File: src/rtl/instr_fetch_reg.sv
// instr_fetch_reg: multicycle-datapath instruction register.
// Issues a read to instruction memory when the control FSM requests a fetch,
// waits for acknowledge under a bounded timeout, latches the 16-bit word and
// decodes it into opcode / rd / rs / imm8 fields.
// Optional feature: define IR_PARITY_EN to add even-parity checking of the
// fetched word (input mem_rparity, output parity_err).
module instr_fetch_reg #(
  parameter int unsigned DATA_W      = 16,
  parameter int unsigned TIMEOUT_CYC = 15
) (
  input  logic              clk,
  input  logic              rst_n,
  input  logic              fetch_start,
  input  logic              flush,
  output logic              mem_req,
  input  logic              mem_ack,
  input  logic [DATA_W-1:0] mem_rdata,
`ifdef IR_PARITY_EN
  input  logic              mem_rparity,
  output logic              parity_err,
`endif
  output logic [DATA_W-1:0] instr,
  output logic [3:0]        opcode,
  output logic [1:0]        rd,
  output logic [1:0]        rs,
  output logic [7:0]        imm8,
  output logic              ir_valid,
  output logic              busy,
  output logic              timeout_err
);

  typedef enum logic [1:0] {
    S_IDLE = 2'd0,
    S_REQ  = 2'd1,
    S_ERR  = 2'd2
  } state_t;

  // Counter value seen on the last REQ cycle; reaching it without ack times out.
  localparam logic [7:0] CNT_LAST = 8'(TIMEOUT_CYC - 1);

  state_t            state_q, state_d;
  logic [7:0]        cnt_q, cnt_d;
  logic [DATA_W-1:0] instr_q, instr_d;
  logic              ir_valid_q, ir_valid_d;
  logic              par_bad;
  logic              par_err_q, par_err_d;

`ifdef IR_PARITY_EN
  assign par_bad = (^mem_rdata) ^ mem_rparity;
`else
  assign par_bad = 1'b0;
`endif

  // State and datapath registers.
  always_ff @(posedge clk or negedge rst_n) begin
    if (!rst_n) begin
      state_q    <= S_IDLE;
      cnt_q      <= '0;
      instr_q    <= '0;
      ir_valid_q <= 1'b0;
      par_err_q  <= 1'b0;
    end else begin
      state_q    <= state_d;
      cnt_q      <= cnt_d;
      instr_q    <= instr_d;
      ir_valid_q <= ir_valid_d;
      par_err_q  <= par_err_d;
    end
  end

  // Next-state and next-register values; flush overrides everything.
  always_comb begin
    state_d    = state_q;
    cnt_d      = cnt_q;
    instr_d    = instr_q;
    ir_valid_d = ir_valid_q;
    par_err_d  = par_err_q;

    unique case (state_q)
      S_IDLE: begin
        if (fetch_start) begin
          state_d    = S_REQ;
          cnt_d      = '0;
          ir_valid_d = 1'b0;
          par_err_d  = 1'b0;
        end
      end
      S_REQ: begin
        if (mem_ack) begin
          // The word is latched even when parity fails.
          instr_d = mem_rdata;
          if (par_bad) begin
            par_err_d = 1'b1;
            state_d   = S_ERR;
          end else begin
            ir_valid_d = 1'b1;
            state_d    = S_IDLE;
          end
        end else if (cnt_q == CNT_LAST) begin
          state_d = S_ERR;
        end else if (cnt_q != 8'hFF) begin
          cnt_d = cnt_q + 8'd1;
        end
      end
      S_ERR: begin
        ir_valid_d = 1'b0;
        if (fetch_start) begin
          state_d   = S_REQ;
          cnt_d     = '0;
          par_err_d = 1'b0;
        end
      end
      default: begin
        state_d = S_IDLE;
      end
    endcase

    if (flush) begin
      state_d    = S_IDLE;
      cnt_d      = '0;
      instr_d    = '0;
      ir_valid_d = 1'b0;
      par_err_d  = 1'b0;
    end
  end

  assign mem_req     = (state_q == S_REQ);
  assign busy        = (state_q == S_REQ);
  assign timeout_err = (state_q == S_ERR) && !par_err_q;
  assign ir_valid    = ir_valid_q;
  assign instr       = instr_q;
  assign opcode      = instr_q[15:12];
  assign rd          = instr_q[11:10];
  assign rs          = instr_q[9:8];
  assign imm8        = instr_q[7:0];

`ifdef IR_PARITY_EN
  assign parity_err = par_err_q;
`endif

endmodule
File: config.mk
export PLATFORM = sky130hd
export DESIGN_NAME = instr_fetch_reg
export DESIGN_NICKNAME = d
export VERILOG_FILES = /design/src/rtl/instr_fetch_reg.sv
export SDC_FILE = /design/constraint.sdc
export NUM_CORES = 1
export LEC_CHECK = 0
export ABC_AREA = 1
export CAP_MARGIN = 0
export CORE_ASPECT_RATIO = 2
export CORE_MARGIN = 2
export CORE_UTILIZATION = 40
export CTS_CLUSTER_SIZE = 25
export DETAILED_ROUTE_END_ITERATION = 16
export PLACE_DENSITY = 0.73
export SETUP_SLACK_MARGIN = 0.2
export SLEW_MARGIN = 0
export SYNTH_ARGS = -nofsm -noshare
export SYNTH_HDL_FRONTEND = slang
export SYNTH_SLANG_ARGS = --single-unit
File: constraint.sdc
create_clock -name clk -period 1.4 [get_ports clk]
set_input_delay 0.14 -clock clk [delete_from_list [all_inputs] [get_ports clk]]
set_output_delay 0.14 -clock clk [all_outputs]
set_load 0.05 [all_outputs]
# Word-level counts from Yosys, hierarchy flattened
# Index checks and enable logic that the tools add are counted.
classes:
  addsub: 1
  n_eq_ne: 11
  n_mux: 20
  reduce_logical: 15
ops:
  columns: ["cell", "n"]
  rows:
  - ["two-way mux 16 bit", 3]
  - ["two-way mux 8 bit", 5]
  - ["case mux 8 bit (2 select lines)", 1]
  - ["inequality test 3 bit (second input constant)", 4]
  - ["adder 8 x 1 -> 8 bit (second input constant)", 1]
  - ["== test 8 x 4 -> 1 bit (second input constant)", 1]
  - ["two-way mux 2 bit", 4]
  - ["inequality test 8 bit (second input constant)", 1]
  - ["nonzero test 2 bit", 4]
  - ["AND reduction 2 bit", 3]
  - ["two-way mux 1 bit", 5]
  - ["AND reduction 5 bit", 1]
  - ["inequality test 4 x 3 -> 1 bit (second input constant)", 1]
  - ["case mux 2 bit (2 select lines)", 1]
  - ["nonzero test 4 bit", 1]
  - ["inequality test 3 x 1 -> 1 bit (second input constant)", 1]
  - ["inequality test 3 x 2 -> 1 bit (second input constant)", 1]
  - ["case mux 1 bit (3 select lines)", 1]
  - ["AND reduction 3 bit", 1]
  - ["nonzero test 3 bit", 1]
  - ["== test 2 x 1 -> 1 bit (second input constant)", 1]
  - ["== test 2 bit (second input constant)", 1]
  - ["logical NOT 2 bit", 1]
  - ["OR reduction 2 bit", 1]
  - ["2 further kinds", 2]
totals:
  register_bits: 28
  inputBits: 21
  output_inout_bits: 36
  wordCells: 52

# Logic depth before layout (Yosys ltp)
# Gate-level depths: netlist of the first run.
depth:
  ltp_word: 6
  mapped_depth: 10
  ltp_nobuf: 10

# Least setup slack after synthesis of the first run
# No wires, ideal clock.
synth_timing:
  path_kind: "register to register"
  start: "register state_q[0]"
  end: "register instr_q[10], in the netlist instr[10]"
  setup_ns: 0.120
  arrival_time_ns: 1.750
  t_required_ns: 1.280
  slack_ns: -0.471
  path_stages_with_launch: 7
  n_path_buf: 1
  period_less_slack_ns: 1.871
  path_cell_list: "dfrtp_1 -> inv_2 -> nor2_1 -> nand2_2 -> clkbuf_8 -> nand3_1 -> nand2_1"
synth_via:
  elab_chain_len: 3
synth_rtl:
  columns: ["item", "line_no", "rtl"]
  rows:
  - ["start: declaration", "41", "state_t state_q, state_d;"]
  - ["start signal: assignment", "63", "state_q <= state_d;"]
  - ["== test 2 x 1 -> 1 bit", null, null]
  - ["via busy", "28", "output logic busy,"]
  - ["nonzero test 2 bit (no source line)", null, null]
  - ["AND reduction 2 bit (no source line)", null, null]
  - ["end signal: assignment", "65", "instr_q <= instr_d;"]
  - ["end: declaration", "43", "logic [DATA_W-1:0] instr_q, instr_d;"]
# The timed path passes the listed nets, and every way through them passes these cells.
# A chain may end at the register's enable or synchronous reset.

# Worst setup path in the final report of the first run
layout_timing:
  start: "register cnt_q[1]"
  end: "register cnt_q[6]"
layout_via:
  elab_chain_len: 6
  word_cells_on_any_way: 11
  cone_classes: "1 x add/sub; 4 x eq/ne; 5 x mux; 1 x reduce/logical"
layout_rtl:
  columns: ["item", "line_no", "rtl"]
  rows:
  - ["start: declaration", "42", "logic [7:0] cnt_q, cnt_d;"]
  - ["start signal: assignment", "64", "cnt_q <= cnt_d;"]
  - ["adder 8 x 1 -> 8 bit", "102", "cnt_d = cnt_q + 8'd1;"]
  - ["two-way mux 8 bit", "101", "end else if (cnt_q != 8'hFF) begin"]
  - ["two-way mux 8 bit", "99", "end else if (cnt_q == CNT_LAST) begin"]
  - ["two-way mux 8 bit", "89", "if (mem_ack) begin"]
  - ["case mux 8 bit (2 select lines)", "79", "unique case (state_q)"]
  - ["two-way mux 8 bit", "118", "if (flush) begin"]
# Parallel ways exist; a longest one is shown, timed or not. The select of a mux whose other input is x is not followed.

==> results of run 1 <==
registers in the layout, summed over array words and instances (netlist names):
name and flops:
state_q 2, cnt_q 8, ir_valid 1, instr 16
final cells by class:
class / count / area (µm²)
timing repair buffer: 78 / 1140
multi-input combinational: 138 / 1000
fill: 228 / 851
sequential: 27 / 682
tap: 51 / 63.8
inverter: 14 / 55.1
clock buffer: 4 / 45.0
worst min-delay path by stage:
stage / to / slack, ns / cells after the start / startpoint
2_1_floorplan: cnt_q[0] / -0.16 / 0 / rst_n
3_3_place_gp: cnt_q[4] / 0.50 / 2 / cnt_q[4]
3_5_place_dp: cnt_q[4] / 0.50 / 2 / cnt_q[4]
4_1_cts: instr[4] / 0.25 / 2 / rst_n
5_1_grt: instr[4] / 0.26 / 2 / rst_n
6_report: instr[11] / 0.23 / 2 / rst_n
power by group through the flow:
stage | clock (µW) | combinational, µW | sequential (µW)
after floorplan | 0 | 330 | 964
after global placement | 0 | 721 | 897
after detailed placement | 0 | 728 | 899
after CTS | 453 | 785 | 882
after global routing | 492 | 954 | 895
final | 446 | 920 | 890
worst max-delay path, stage by stage (launching register included):
cell and delay (ns):
dfrtp_2 0.44, ha_4 0.16, nand2_2 0.07, nor2_2 0.16, nand3_2 0.13, nand2_4 0.13, nand2_8 0.08, nand2_8 0.11
nand2_2 0.06, nand2_1 0.06
through the flow:
step           setup slack (ns)  std cells  area (µm²)
2_1_floorplan            0.0908        200        1630
3_3_place_gp            0.00630        291        2450
3_5_place_dp            -0.0368        291        2450
4_1_cts                  0.0136        307        2650
5_1_grt                  -0.170        312        2990
6_report                -0.0770        312        2990
logic make-up (layout without fill, tap and decap cells):
group	Yosys count	after routing
adder cells (fa/ha/maj)	2	2
buffers and inverters	37	96
flip-flops	27	27
AND/OR/NAND/NOR	124	126
AO/OA/AOI/OAI	10	10
metal layers:
metal	part of all wire	up-vias	global-route usage
li1	-	757	-
met1	0.34	824	0.227
met2	0.59	89	0.455
met3	0.050	16	0.0304
met4	0.023	0	0.0738
met5	0	-	0
repair_timing:
| item | CTS | global route |
|---|---|---|
| pin swaps | 8 | 26 |
| cloned | 2 | 2 |
| setup endpoints to repair | 29 | 27 |
| gates resized for setup | 12 | 66 |
| hold buffers | 0 | 0 |
| buffers inserted | 10 | 3 |
synthesized netlist by cell type (all sizes together):
| library cell | number |
|---|---|
| nor3 | 1 |
| o31ai | 1 |
| nor2 | 21 |
| clkbuf | 4 |
| inv | 14 |
| dfrtp | 27 |
| a211oi | 1 |
| a31oi | 1 |
| buf | 19 |
| nand3 | 45 |
| o21ai | 3 |
| ha | 2 |
| nand2 | 57 |
| a21oi | 4 |
layout by cell type, fill, tap and decap left out, types with 4 or more instances in the layout:
master and instances:
clkdlybuf4s50_1 20, dfrtp_1 22, nand2_1 31, dfrtp_2 5, nand2_2 19, nand3_1 25, inv_2 4, nand2_4 5
buf_4 13, nand2_8 4, nor2_1 14, buf_6 7, buf_12 35, inv_1 9, nand3_4 7, nand3_2 13
==> qor.txt, run 1 <==
Status = finished, violations left
Failing checks = setup timing
Static Leak = 0.00133 µW
Cts bufs inserted = 3
Share of power burned in combinational logic = 0.408
Clock Tree Buf Depth = 2
Peak supply drop = 762 µV
Setup ws final = -0.0770 ns
Row cnt = 32
Synth Area in XOR/XNOR = 0
Max Cap Viol = 0
Worst-Skew Late Latency = 0.28 ns
Largest net degree at the start of global routing = 28
Synth top area cells = dfrtp_1, nand3_1, nand2_1
Net Count, Synth = 223
Sw Ratio = 0.360
Reg-to-Reg Start = cnt_q[1]
Crit path max fanout = 8
Worst Setup Path Type = register to register
Core area = 3840 µm²
Cell taking the most area after synthesis = dfrtp_1
CTS tree = built
Detail Placement HPWL = 3140 µm
Adder-cell share of the synthesized area = 0.0156
Worst-margin pin slew = 0.455 ns
Slew Limit Fails = 0
YS warnings = 0
Cell Int Power = 1440 µW
Vias in the first global route = 1616
Clk sink count = 27
Post-synthesis compound-gate area fraction = 0.0453
Post-Synth Simple-Gate Area = 0.354
Chip Width = 48.7 µm
Final Core Density = 0.779
Syn avg cell area = 8.00 µm²
Post-synthesis sequential element count = 27
Critical Path End = cnt_q[6]
Vias post-DR = 1686
Via density = 5.40
Port Buf Inserts = 56
Hold crit path type = input pin to async pin
Mapped Cells = 200
Part of the cycle the worst path needs = 1.06
Slew headroom = 0.697
Reg2Reg Setup Slack = -0.08 ns
Seq pwr share = 0.395
Diodes inserted = 0
Post-synth top area share = 0.422
Die footprint = 4550 µm²
Share of cells above drive strength 1 = 0.498
Mux cell area share after synthesis = 0
Synthesis-to-layout area growth = 87.0%
Min Tclk post-route = 1.48 ns
Fin Clk Skew = 0.00850 ns
P_sw = 813 µW
Total Nets Final = 285
GR Overflow Total = 0
Clock share of power = 0.198
Main combinational cell family by area after synthesis = simple AND/OR/NAND/NOR gates
Worst hold slack = 0.232 ns
GR Util All Layers = 0.225
Sequential area share after synthesis = 0.422
DRT antenna net count = 0
Crit. Startpoint = cnt_q[1]
Gpl congestion = 0.923
Worst EP arrival = 1.69 ns
Worst endpoint required time = 1.61 ns
Die Ht = 93.5 µm
Crit end category = register
Number of DRC markers in iteration 0 = 66
Achievable frequency = 677 MHz
Residual DRC = 0
First-pass GRT wire length = 8000 µm
Final TNS setup = -0.560 ns
Reg2reg end = cnt_q[6]
Initial antenna violation count = 0
R2R depth = 9
Mapped cell area = 1600 µm²
Total Wirelength = 5880 µm
Initial Util = 0.416
Power, Total = 2260 µW
Power density over cell area = 754 nW/µm²
Final setup fails = 8
Reg clk slew, reported paths = 0.09 ns
CTS H-tree depth = 1
Num ports = 57
DRT Pass-1 Iters = 4
Root buffer cell = clkbuf_8
Netlist cell types = 23
Unrepaired setup endpoints after global routing = true
Hold Vio Cnt, Final = 0
Worst Setup Start Kind = register
Avg WL per Cell = 18.9 µm
Power figures use the tool's default switching activity.
==> run 2: changes to the inputs <==
- SLEW_MARGIN: 0 -> 5
==> results of run 2 <==
No change in the layout: final DEF, timing and power equal those of run 1.
==> run 3: changes to the inputs <==
- GPL_TIMING_DRIVEN: not set -> 0
==> qor.txt, run 3 (synthesis gave the netlist of run 1 again) <==
GR Util All Layers = 0.199
Clock share of power = 0.220
HP Start = mem_rdata[9]
Most frequent cells in the layout = nand2_1, buf_4, nand3_1
Crit path max fanout = 4
Max reg flops = 16
CTS H-tree depth = 1
Crit end category = primary output
Commonest non-fill, non-tap cell in the layout = nand2_1
Achievable frequency = 732 MHz
Hold Vio Cnt, Final = 0
Hold crit path type = input pin to register
Worst Setup Path Type = register to primary output
Slew headroom = 0.580
Vias post-DR = 1601
Clock Tree Buf Depth = 2
Die footprint = 4550 µm²
Synthesis-to-layout area growth = 65.2%
Hold endpoint = instr[9]
Clk sink count = 27
Post-placement cell area = 2260 µm²
Number of DRC markers in iteration 0 = 22
Seq pwr share = 0.401
DP Worst Slack = -0.345 ns
Worst-Skew Late Latency = 0.28 ns
Worst-margin pin slew = 0.630 ns
Final TNS setup = 0 ns
P_sw = 788 µW
Initial Util = 0.416
Worst endpoint required time = 1.26 ns
Worst EP arrival = 1.23 ns
Unrepaired setup endpoints after global routing = true
Crit. Startpoint = state_q[1]
Largest net degree at the start of global routing = 28
Slew Limit Fails = 0
Gpl congestion = 0.923
Final setup fails = 0
Design area = 2640 µm²
Port Buf Inserts = 56
Vias in the first global route = 1530
Worst hold slack = 0.401 ns
Row cnt = 32
R2R depth = 9
Chip Width = 48.7 µm
Residual DRC = 0
Share of power burned in combinational logic = 0.379
Finished Layout Cells = 332
Worst Setup Start Kind = register
Die Ht = 93.5 µm
Setup ws final = 0.0331 ns
Core area = 3840 µm²
Fin Clk Skew = 0.00498 ns
Crit path largest cell delay = 0.50 ns
Peak supply drop = 654 µV
Reg2Reg Setup Slack = 0.06 ns
Worst path bufs/invs = 2
CTS tree = built
DRT Pass-1 Iters = 4
First-pass GRT wire length = 7060 µm
Detail Placement HPWL = 2920 µm
Part of the cycle the worst path needs = 0.976
Top delay family on crit path = flip-flops
Reg clk slew, reported paths = 0.10 ns
Reg-to-Reg Start = cnt_q[1]
Power density over cell area = 807 nW/µm²
Total placed cells including tap cells = 307
Num ports = 57
Via density = 4.82
DRT antenna net count = 0
Root buffer cell = clkbuf_8
Status = complete, no violations
Reg2reg end = cnt_q[0]
Initial antenna violation count = 0
Sw Ratio = 0.369
Cts bufs inserted = 3
GR Overflow Total = 0
Total Wirelength = 4760 µm
Min Tclk post-route = 1.37 ns
Static Leak = 0.00132 µW
Diodes inserted = 0
Worst hold stages = 3
Max Cap Viol = 0
Share of cells above drive strength 1 = 0.520
Total Nets Final = 305
Slowest cell on the critical path = dfrtp_2
CP Cell Sequence = nor2_4 -> buf_6 -> buf_8
Avg WL per Cell = 14.3 µm
Fillcell total = 319
Cell Int Power = 1350 µW
[run 3: worst max path at each step]
stage               cells after the start  slack, ns    endpoint
finish                                  3       0.03     mem_req
global placement                        1      -0.33  state_q[0]
floorplan                               6       0.09   instr[10]
detailed placement                      1      -0.34  state_q[0]
CTS                                    10       0.02    cnt_q[0]
global route                           10      -0.03    cnt_q[0]
[run 3: tightest hold or removal path, cell delays in order]
cell             delay [ns]
clkdlybuf4s50_1        0.40
nand3_1                0.07
nand2_1                0.04
[run 3: power by group through the flow]
stage	logic [µW]	clock network, µW	registers (µW)
after floorplan	330	0	964
after global placement	656	0	868
after detailed placement	662	0	870
after CTS	717	467	851
after global routing	848	504	862
final	809	469	856
[run 3: per-layer routing]
layer,part of all wire,wire [µm],GRT usage
met5,0,0,0
met4,0.016,78,0.0667
met3,0.037,178,0.0304
met2,0.58,2740,0.393
met1,0.37,1760,0.206
[run 3: repair_timing]
item                       4_1_cts  5_1_grt
resized for setup              173       95
hold endpoints to repair         0       27
setup endpoints to repair       83       52
hold buffers                     0        1
pin swaps                        4       25
cloned                           1        1
setup buffers                   11        7
[run 3: metrics by stage]
step / total power, µW / utilization
6_report: 2130 / 0.688
5_1_grt: 2210 / 0.688
4_1_cts: 2030 / 0.633
3_5_place_dp: 1530 / 0.587
3_3_place_gp: 1520 / 0.587
2_1_floorplan: 1290 / -
[run 3: layout make-up]
type | instances | area, µm² | share of cell area
timing repair buffer | 76 | 659 | 0.249
tap | 51 | 63.8 | 0.0241
clock inverter | 1 | 5.00 | 0.00189
buffer | 23 | 213 | 0.0805
inverter | 14 | 55.1 | 0.0208
clock buffer | 3 | 41.3 | 0.0156
sequential | 27 | 683 | 0.258
multi-input combinational | 137 | 923 | 0.349
